--- config.mk ---
export PLATFORM = sky130hd
export DESIGN_NAME = crc_tx_sched
export DESIGN_NICKNAME = d
export VERILOG_FILES = /design/src/rtl/crc_pkg.sv /design/src/rtl/piso_shift.sv /design/src/rtl/crc_tx_sched.sv
export SDC_FILE = /design/constraint.sdc
export NUM_CORES = 1
export LEC_CHECK = 0
export CELL_PAD_IN_SITES_DETAIL_PLACEMENT = 0
export CELL_PAD_IN_SITES_GLOBAL_PLACEMENT = 1
export CORE_MARGIN = 10
export CORE_UTILIZATION = 52
export CTS_CLUSTER_DIAMETER = 50
export DETAILED_ROUTE_END_ITERATION = 10
export DONT_BUFFER_PORTS = 1
export PLACE_DENSITY_LB_ADDON = 0.08
export SYNTH_ARGS = -nofsm -noshare
export SYNTH_HDL_FRONTEND = slang
export SYNTH_HIERARCHICAL = 1
export SYNTH_SLANG_ARGS = --single-unit
--- constraint.sdc ---
create_clock -name clk -period 7.44 [get_ports clk]
set_input_delay 2.232 -clock clk [delete_from_list [all_inputs] [get_ports clk]]
set_output_delay 2.232 -clock clk [all_outputs]
set_load 0.02 [all_outputs]
--- src/rtl/crc_pkg.sv ---
// ----------------------------------------------------------------------------
// crc_pkg : shared packet-type codes, payload widths and scheduler FSM states
// Rev 1.0
// ----------------------------------------------------------------------------
`default_nettype none

package crc_pkg;

    localparam int TOKEN_W  = 27;
    localparam int DATA_W   = 80;
    localparam int HSHAKE_W = 16;

    // Encodings are fixed by the crc block's pkt_in decoder
    typedef enum logic [1:0] {
        PKT_IDLE   = 2'b00,
        PKT_TOKEN  = 2'b01,
        PKT_HSHAKE = 2'b10,
        PKT_DATA   = 2'b11
    } pkt_type_e;

    typedef enum logic [2:0] {
        ST_IDLE     = 3'd0,
        ST_ANNOUNCE = 3'd1,
        ST_SHIFT    = 3'd2,
        ST_ENDR     = 3'd3,
        ST_DRAIN    = 3'd4
    } state_e;

endpackage

`default_nettype wire

--- src/rtl/piso_shift.sv ---
// ----------------------------------------------------------------------------
// piso_shift : parallel-in serial-out payload shifter, LSB first, narrower
//              payloads zero-extended on load
// Rev 1.0
// ----------------------------------------------------------------------------
`default_nettype none

module piso_shift
    import crc_pkg::*;
#(
    parameter int W     = 80,
    parameter int HS_W  = 16,
    parameter int TOK_W = 27
) (
    input  logic             clk,
    input  logic             rst_n,
    input  logic             load_i,
    input  logic             shift_i,
    input  pkt_type_e        sel_i,
    input  logic [HS_W-1:0]  hs_pkt_i,
    input  logic [TOK_W-1:0] tok_pkt_i,
    input  logic [W-1:0]     data_pkt_i,
    output logic             bit_o
);

    logic [W-1:0] sr_q;
    logic [W-1:0] sr_d;

    always_comb begin
        sr_d = sr_q;
        if (load_i) begin
            case (sel_i)
                PKT_HSHAKE: sr_d = W'(hs_pkt_i);
                PKT_TOKEN:  sr_d = W'(tok_pkt_i);
                default:    sr_d = data_pkt_i;
            endcase
        end else if (shift_i) begin
            sr_d = {1'b0, sr_q[W-1:1]};
        end
    end

    always_ff @(posedge clk) begin
        if (!rst_n) begin
            sr_q <= '0;
        end else begin
            sr_q <= sr_d;
        end
    end

    assign bit_o = sr_q[0];

endmodule

`default_nettype wire

--- src/rtl/crc_tx_sched.sv ---
// ----------------------------------------------------------------------------
// crc_tx_sched : hs > tok > data packet scheduler feeding the crc block
//                Optional DRAIN timeout enabled by macro CRC_TX_TIMEOUT_EN
// Rev 1.0
// ----------------------------------------------------------------------------
`default_nettype none

module crc_tx_sched #(
    parameter int TOKEN_W   = crc_pkg::TOKEN_W,
    parameter int DATA_W    = crc_pkg::DATA_W,
    parameter int HSHAKE_W  = crc_pkg::HSHAKE_W,
    parameter int DRAIN_MAX = 255
) (
    input  logic                clk,
    input  logic                rst_n,
    input  logic                hs_req_i,
    input  logic [HSHAKE_W-1:0] hs_pkt_i,
    input  logic                tok_req_i,
    input  logic [TOKEN_W-1:0]  tok_pkt_i,
    input  logic                data_req_i,
    input  logic [DATA_W-1:0]   data_pkt_i,
    output logic                hs_gnt_o,
    output logic                tok_gnt_o,
    output logic                data_gnt_o,
    output logic [1:0]          pkt_in_o,
    output logic                s_in_o,
    output logic                endr_o,
    input  logic                endb_i,
    output logic                busy_o,
    output logic                err_o
);

    import crc_pkg::*;

    localparam int CNT_W = $clog2(DATA_W);

    state_e          state_q, state_d;
    pkt_type_e       type_q,  type_d;
    logic [CNT_W-1:0] cnt_q,  cnt_d;

    logic w_load;
    logic w_shift;
    logic w_bit;
    logic w_tmo_hit;

    piso_shift #(
        .W     (DATA_W),
        .HS_W  (HSHAKE_W),
        .TOK_W (TOKEN_W)
    ) u_piso (
        .clk        (clk),
        .rst_n      (rst_n),
        .load_i     (w_load),
        .shift_i    (w_shift),
        .sel_i      (type_d),
        .hs_pkt_i   (hs_pkt_i),
        .tok_pkt_i  (tok_pkt_i),
        .data_pkt_i (data_pkt_i),
        .bit_o      (w_bit)
    );

`ifdef CRC_TX_TIMEOUT_EN
    logic [7:0] tmo_q, tmo_d;

    // Held at zero outside DRAIN so it reads 0 on the first DRAIN cycle
    assign tmo_d     = (state_q == ST_DRAIN) ? tmo_q + 8'd1 : 8'd0;
    assign w_tmo_hit = (state_q == ST_DRAIN) && (tmo_q == 8'(DRAIN_MAX));

    always_ff @(posedge clk) begin
        if (!rst_n) begin
            tmo_q <= 8'd0;
        end else begin
            tmo_q <= tmo_d;
        end
    end
`else
    assign w_tmo_hit = 1'b0;
`endif

    always_comb begin
        state_d    = state_q;
        type_d     = type_q;
        cnt_d      = cnt_q;
        w_load     = 1'b0;
        w_shift    = 1'b0;
        hs_gnt_o   = 1'b0;
        tok_gnt_o  = 1'b0;
        data_gnt_o = 1'b0;
        pkt_in_o   = PKT_IDLE;
        s_in_o     = 1'b0;
        endr_o     = 1'b0;
        busy_o     = 1'b1;
        err_o      = 1'b0;

        case (state_q)
            ST_IDLE: begin
                busy_o = 1'b0;
                // No grant during a reset cycle, so a request is never consumed silently
                if (rst_n) begin
                    if (hs_req_i) begin
                        hs_gnt_o = 1'b1;
                        type_d   = PKT_HSHAKE;
                        cnt_d    = CNT_W'(HSHAKE_W - 1);
                        w_load   = 1'b1;
                        state_d  = ST_ANNOUNCE;
                    end else if (tok_req_i) begin
                        tok_gnt_o = 1'b1;
                        type_d    = PKT_TOKEN;
                        cnt_d     = CNT_W'(TOKEN_W - 1);
                        w_load    = 1'b1;
                        state_d   = ST_ANNOUNCE;
                    end else if (data_req_i) begin
                        data_gnt_o = 1'b1;
                        type_d     = PKT_DATA;
                        cnt_d      = CNT_W'(DATA_W - 1);
                        w_load     = 1'b1;
                        state_d    = ST_ANNOUNCE;
                    end
                end
            end
            ST_ANNOUNCE: begin
                pkt_in_o = type_q;
                err_o    = endb_i;
                state_d  = ST_SHIFT;
            end
            ST_SHIFT: begin
                s_in_o  = w_bit;
                w_shift = 1'b1;
                cnt_d   = cnt_q - CNT_W'(1);
                err_o   = endb_i;
                if (cnt_q == '0) begin
                    state_d = ST_ENDR;
                end
            end
            ST_ENDR: begin
                endr_o  = 1'b1;
                err_o   = endb_i;
                state_d = ST_DRAIN;
            end
            ST_DRAIN: begin
                // endb beats a simultaneous timeout
                if (endb_i) begin
                    state_d = ST_IDLE;
                end else if (w_tmo_hit) begin
                    err_o   = 1'b1;
                    state_d = ST_IDLE;
                end
            end
            default: begin
                state_d = ST_IDLE;
            end
        endcase
    end

    always_ff @(posedge clk) begin
        if (!rst_n) begin
            state_q <= ST_IDLE;
            type_q  <= PKT_IDLE;
            cnt_q   <= '0;
        end else begin
            state_q <= state_d;
            type_q  <= type_d;
            cnt_q   <= cnt_d;
        end
    end

endmodule

`default_nettype wire

After elaboration in Yosys (flattened, before gate mapping)
Index checks and enable logic that the tools add are counted.
{ "classes": {"n_eq_ne": 9, "n_mux": 40, "n_addsub": 1, "n_reduce_logical": 7} }
{ "ops": {"columns": ["cell", "n"], "rows": [
  ["$mux W80", 2],
  ["$pmux W80 S2", 1],
  ["$mux W1", 21],
  ["$mux W7", 3],
  ["$mux W3", 5],
  ["$pmux W3 S5", 1],
  ["$pmux W7 S2", 1],
  ["$mux W2", 6],
  ["$logic_not A7 Y1", 1],
  ["$sub A7 B1 Y7 const B", 1],
  ["$eq A3 B2 Y1 const B", 2],
  ["$ne A2 B2 Y1 const B", 2],
  ["$ne A4 B4 Y1 const B", 1],
  ["$reduce_bool A2 Y1", 2],
  ["$eq A3 B1 Y1 const B", 1],
  ["$eq A3 B3 Y1 const B", 1],
  ["$logic_not A3 Y1", 1],
  ["$reduce_and A3 Y1", 1],
  ["$reduce_or A3 Y1", 1],
  ["$eq A2 B1 Y1 const B", 1],
  ["$eq A2 B2 Y1 const B", 1],
  ["$reduce_and A2 Y1", 1]
]} }
{ "totals": {"out_inout_bits": 9, "reg_bits": 92, "input_bits": 129, "elab_cells": 61} }

Depth between registers and ports, before layout
Gate-level depths: netlist of the first run.
{ "depth": {"depth_word": 8, "mapped_depth": 11, "ltp_nobuf": 8} }

By module
The synthesis of the first run kept the hierarchy.
{ "modules_own_cells": {"columns": ["mod", "area_each_um2", "n_inst", "cells_per_inst"], "rows": [
  ["piso_shift", 4187.8, 1, 403],
  ["crc_tx_sched", 765.7, 1, 92]
]} }

Least setup slack after synthesis of the first run
OpenSTA, ideal clock, no wires.
{ "synth_timing": {"path_type": "input port to output port", "start": "in rst_n", "end": "out tok_gnt_o", "path_stages": 4, "required_time_ns": 5.208, "t_arrival_ns": 2.897, "path_slack_ns": 2.311, "cell_sequence": "nand2b_1 -> nor3_2 -> nand2_1 -> nor2_1"} }
{ "synth_between": {"elab_chain_cells": 2} }
{ "synth_lines": {"columns": ["element", "line", "source"], "rows": [
  ["start: declaration", "crc_tx_sched.sv:15", "input logic rst_n,"],
  ["$mux W1", "crc_tx_sched.sv:99", "if (rst_n) begin"],
  ["$mux W1", "crc_tx_sched.sv:95", "case (state_q)"],
  ["end: declaration", "crc_tx_sched.sv:23", "output logic tok_gnt_o,"]
]} }
Every way passes these cells.

Final worst setup path of the first run
Same ends and word-level chain as after synthesis.

==> run metrics, run 1 <==
status finished, final reports clean; Worst setup SP type input port; crit path DAT around 3 ns; first-pass GRT wire length approximately 20000 um; synthesized flop and latch total between 90 and 100; number of CTS-inserted buffers 9; Crit. End Element output port; DRC viols 0; CTS tree yes; Slew @ Worst Pin approximately 1.2 ns; fillers slightly below 900; I/O pins around 140; Cells after Synth between 400 and 500; top cell type's share of synthesized area 37.2%; final hold violation count 0; worst skew pair latency about 0.35 ns; count leader, synth dfxtp_1; Final min period between 5 and 6 ns; final setup vio count 0; CTS clk-pin slew, worst paths approximately 0.090 ns; Avg Cell Area, Syn approximately 10 um^2; diode count 0; Die Span Y around 120 um; Final Max Tran Viols 0; ANT nets after route 0; post-CTS sizing 0; max-cap viol count 0; final core occ a little under three fifths; clock sinks 92; Max Buffers Root-to-Sink 2; Max Fanout on Critical Path 9; synth top area cells dfxtp_1 (37%), mux2i_1 (16%), a21boi_0 (9.5%); 1st-iter DRT viols 130; Critical Path RT 5.21 ns; WHS 0.482 ns; warnings from Yosys 6; Die Wd 118 um; hold_buf cts 0; Setup Skew 0.0121 ns; leakage 1.57 nW; PwrDens between 300 and 400 nW/um^2; post-CTS setup buffers 0; Post-synth top cells dfxtp_1 (92), mux2i_1 (79), a21boi_0 (63); Post-synth EDFFs 0; clock root cell clkbuf_8; vias in the first global route between 3000 and 4000; die area 13800 um^2; mapped cell area roughly 5000 um^2; drt pass-1 iters 4; area of the core a little over 9000 um^2; setup TNS 0 ns; nets approximately 600; Initial Util 53.6%; layout cells sized above 1 under 10%; Worst VDD drop between 0.00015 and 0.0002 V; Global Route Usage Sum 16.5%; fmax about 190 MHz; gpl congestion approximately 0.78; RSZ-0062 raised after global routing false; Area growth syn-to-layout 2.70%; kind of critical path in -> out; initial antenna violation count 0; Vias 3643; register area share after synthesis a little under two fifths; pin count of the biggest net entering global routing 70; synth unique cells around 50; H-tree levels 3; Congestion Overflow GR 0; wire per inst around 20 um; row count 35; Port Buf Inserts 0; Syn Nets about 630; overall power 1.72 mW; half-perimeter wire length after detailed placement ~7900 um; Final Cycle Share about 70%; Post-Route WL between 10000 and 15000 um; Post-synth ARST share 0%; Hold Path Class reg -> reg; Avg Vias per Cell roughly 6.2; slew margin rel. about a fifth; Yosys top cell by area dfxtp_1; post-route cell area approximately 5100 um^2; Top FF cell, synth dfxtp_1; placed cell area 4870 um^2
[metal layers]
| layer | vias up | wire (um) | global-route usage (%) |
|---|---|---|---|
| li1 | 1829 | - | - |
| met1 | 1721 | 5640 | 22.0 |
| met2 | 87 | 5570 | 25.8 |
| met3 | 6 | 696 | 4.03 |
| met4 | 0 | 60 | 4.17 |
| met5 | - | 0 | 0 |
[final cells by class]
cell class              count  area [um^2]  share of cell area, %
clock inverters             5         86.3                   1.70
flip-flops and latches     92         1840                   36.2
multi-input cells         341         2800                   55.1
inverters                  10         37.5                  0.738
repair buffers              4         30.0                  0.590
well taps                 129          161                   3.17
clock buffers              10          128                   2.51
[stage by stage]
| step | instances | setup slack, ns |
|---|---|---|
| floorplan | 495 | 2.31 |
| global route | 591 | 2.09 |
| global placement | 576 | 2.21 |
| finish | 591 | 2.20 |
| detailed placement | 576 | 2.20 |
| CTS | 591 | 2.19 |
[power breakdown]
| part | switching, mW | internal, mW |
|---|---|---|
| Combinational | 0.378 | 0.289 |
| Sequential | 0.0790 | 0.610 |
| Clock | 0.178 | 0.190 |
| Total | 0.634 | 1.09 |
[worst paths after layout]
| kind | start | to | slack [ns] | cells after the start |
|---|---|---|---|---|
| max | rst_n | tok_gnt_o | 2.20 | 4 |
| min | cnt_q[4] | cnt_q[4] | 0.48 | 2 |
| max reg2reg | state_q[2] | u_piso/sr_q[16] | 3.99 | 9 |
| min reg2reg | cnt_q[4] | cnt_q[4] | 0.48 | 2 |
[critical path, cell delays in order]
cell and delay [ns]:
nand2b_1 0.08, nor3_2 0.27, nand2_1 0.09, nor2_1 0.33
[registers in the layout, summed over array words and instances (netlist names)]
name,count
u_piso/sr_q,80
state_q,3
type_q,2
cnt_q,7
[layout by cell type, fill, tap and decap left out, types with 2 or more instances in the layout]
| cell type | netlist | layout |
|---|---|---|
| a221oi_1 | 21 | 21 |
| nor3_2 | 2 | 2 |
| buf_4 | 9 | 4 |
| nand3b_1 | 11 | 11 |
| mux2i_1 | 79 | 79 |
| nand2b_1 | 2 | 2 |
| clkbuf_8 | 0 | 9 |
| o21ai_0 | 2 | 2 |
| nor4bb_1 | 3 | 3 |
| o32ai_1 | 17 | 17 |
| ha_1 | 3 | 2 |
| nor2b_1 | 17 | 17 |
| nor2_1 | 13 | 13 |
| a21oi_1 | 8 | 8 |
| clkinv_4 | 0 | 2 |
| and2_1 | 3 | 3 |
| nand2_1 | 5 | 5 |
| a221oi_2 | 6 | 6 |
| nor3_1 | 4 | 4 |
| xor2_1 | 2 | 2 |
| a211oi_1 | 56 | 56 |
| inv_1 | 8 | 8 |
| bufinv_16 | 0 | 2 |
| inv_2 | 2 | 2 |
| nor4_2 | 1 | 2 |
| a21boi_0 | 63 | 63 |
| dfxtp_1 | 92 | 92 |
| o21ai_1 | 2 | 2 |
[cells by family after synthesis]
family          synth area share (%)
compound gates                  29.1
flops                           37.2
mux                             16.0
simple gates                    9.93
buf+inv                         6.54
xor+xnor                       0.531
fa+ha+maj                      0.758
Power figures use the tool's default switching activity.
==> run 2, diff against run 1 <==
Settings changed: CORE_UTILIZATION 52 to 48.
Clock period 7.44 ns to 5.11 ns, I/O delays scaled along.
==> run 2 against run 1 <==
Compared with the run above:
- clock power rose by 35%
- largest power group unchanged
- first-iteration DRC count rose by 18%
- count of clock-buffer cells in the layout decreased by 1
- power up 44%
- cell count grew 1.9%
- non-clock buffer count is 2 higher
- cell area rose by 0.44%
- highest routed layer is now met5
- largest cell class unchanged
- sequential power up 45%
==> run metrics, run 2 (synthesized netlist as in run 1, its figures left out) <==
status finished, final reports clean; final hold violation count 0 (unchanged); fmax approximately 260 MHz; Final WS setup 1.28 ns (-0.925 ns); biggest regs u_piso/sr_q (80), cnt_q (7), state_q (3); Port Buf Inserts 0 (unchanged); max-cap viol count 0 (unchanged); vias in the first global route 3790 (+1.7%); 1st-iter DRT viols 154 (+18%); half-perimeter wire length after detailed placement 8170 um (+3.1%); Post-Route WL 12400 um (+3.4%); pin count of the biggest net entering global routing 108 (+54%); wire per inst 20.5 um (+1.5%); I/O pins 138 (unchanged); crit path DAT 2.30 ns (-0.71 ns); layout cells sized above 1 9.03% (+0.81 points); slew margin rel. 22.1% (+1.9 points); drt pass-1 iters 4 (unchanged); Final min period around 3.8 ns; hold_buf cts 0 (unchanged); ANT nets after route 0 (unchanged); Critical Path RT 3.58 ns (-1.63 ns); row count 37 (+5.7%); die area 14800 um^2 (+6.9%); Avg Vias per Cell 6.22 (+0.87%); Final Max Tran Viols 0 (unchanged); first-pass GRT wire length 19600 um (-0.63%); Area growth syn-to-layout 3.16%; Crit. End Element output port; Vias 3743 (+2.7%); Congestion Overflow GR 0 (unchanged); Crit path max-delay family simple AND/OR/NAND/NOR gates; CTS tree yes; gpl congestion 0.798 (+1.8%); Max Fanout on Critical Path 9 (unchanged); Global Route Usage Sum 16.0% (-0.46 points); number of CTS-inserted buffers 9 (unchanged); slowest CP cell nor2_1; post-CTS sizing 0 (unchanged); clock root cell clkbuf_8; PwrDens 486 nW/um^2 (+44%); leakage 1.58 nW (+0.50%); DRC viols 0 (unchanged); Worst setup SP type input port; Buf+Inv Stages, Crit Path 0 (unchanged); H-tree levels 3 (unchanged); Hold Path Class reg -> reg; Initial Util 48.6% (-5.0 points); clock sinks 92 (unchanged); initial antenna violation count 2 (+2); commonest cells after routing, fill and taps aside dfxtp_1 (92), mux2i_1 (79), a21boi_0 (63), a211oi_1 (56), a221oi_1 (21); CP cell instances nand2b_1 > nor3_2 > nand2_1 > nor2_1; max FFs per register 80 (unchanged); area of the core 10200 um^2 (+10%); post-CTS setup buffers 0 (unchanged); fillers 996 (+13%); CTS clk-pin slew, worst paths 0.09 ns (about the same); final setup vio count 0 (unchanged); RSZ-0062 raised after global routing false; Setup Skew 0.00883 ns (-0.00324 ns); Worst VDD drop 0.000339 V (+110%); Final Cycle Share around 75%; setup TNS 0 ns (unchanged); Slew @ Worst Pin 1.17 ns (-0.0296 ns); kind of critical path in -> out; pre-CTS WS 1.27 ns (-0.925 ns); Die Wd 122 um (+3.4%); Max Buffers Root-to-Sink 2 (unchanged); Top reg by flops u_piso/sr_q; worst skew pair latency 0.36 ns (about the same); delay of the slowest critical-path stage 0.32 ns (about the same); Die Span Y 122 um (+3.4%); most common cell after layout, fill and taps aside dfxtp_1; nets 592 (+0.34%)
-- run 2: cell count changes in the layout (fill, tap and decap cells not counted) --
cell	change
buf_12	+1
buf_4	+1
bufinv_16	-1
clkbuf_1	-1
clkinv_2	+2
clkinv_4	-1
clkinvlp_4	+1
diode_2	+1
inv_6	+1
-- run 2: area by class of cell --
cell class | instances | area (um^2) | share of cell area, %
clock inverter | 7 | 73.8 | 1.44
multi-input combinational | 341 | 2800 | 54.8
antenna | 1 | 2.50 | 0.0490
clock buffer | 9 | 124 | 2.42
timing repair buffer | 6 | 57.6 | 1.13
tap | 136 | 170 | 3.33
sequential | 92 | 1840 | 36.0
inverter | 10 | 37.5 | 0.735
-- run 2: report_power, final --
part / switching, mW / internal [mW]
Clock: 0.266 / 0.229
Combinational: 0.553 / 0.433
Sequential: 0.115 / 0.888
Total: 0.935 / 1.55
-- run 2: final timing paths --
| check | startpoint | to | slack [ns] | cells after the start |
|---|---|---|---|---|
| max reg2reg | state_q[2] | u_piso/sr_q[6] | 2.08 | 7 |
| min reg2reg | cnt_q[4] | cnt_q[4] | 0.49 | 2 |
| min | cnt_q[4] | cnt_q[4] | 0.49 | 2 |
| max | rst_n | tok_gnt_o | 1.28 | 4 |
-- run 2: worst reg2reg max path, stage by stage, from the launching register on --
cell and delay [ns]:
dfxtp_1 0.67, nand2b_1 0.25, nor3_2 0.09, and2_1 0.28, nor2_1 0.17, ha_1 0.87
a221oi_1 0.24, o32ai_1 0.35
-- run 2: routing by layer --
| metal | part of all wire, % | global-route usage [%] | wire (um) | up-vias |
|---|---|---|---|---|
| li1 | - | - | - | 1836 |
| met3 | 6.4 | 4.90 | 786 | 12 |
| met2 | 46 | 24.8 | 5710 | 92 |
| met4 | 1.3 | 5.07 | 156 | 2 |
| met5 | 0.11 | 0 | 14 | - |
| met1 | 46 | 20.8 | 5700 | 1801 |
-- run 2: through the flow --
step	hold slack, ns	util (%)	total power, mW	cells	instance area [um^2]
2_1_floorplan	0.441	-	1.86	495	4950
3_3_place_gp	0.480	48.2	1.98	585	4910
3_5_place_dp	0.477	48.2	2.01	585	4910
4_1_cts	0.490	50.1	2.51	601	5110
5_1_grt	0.517	50.1	2.65	601	5110
6_report	0.488	50.2	2.48	602	5110
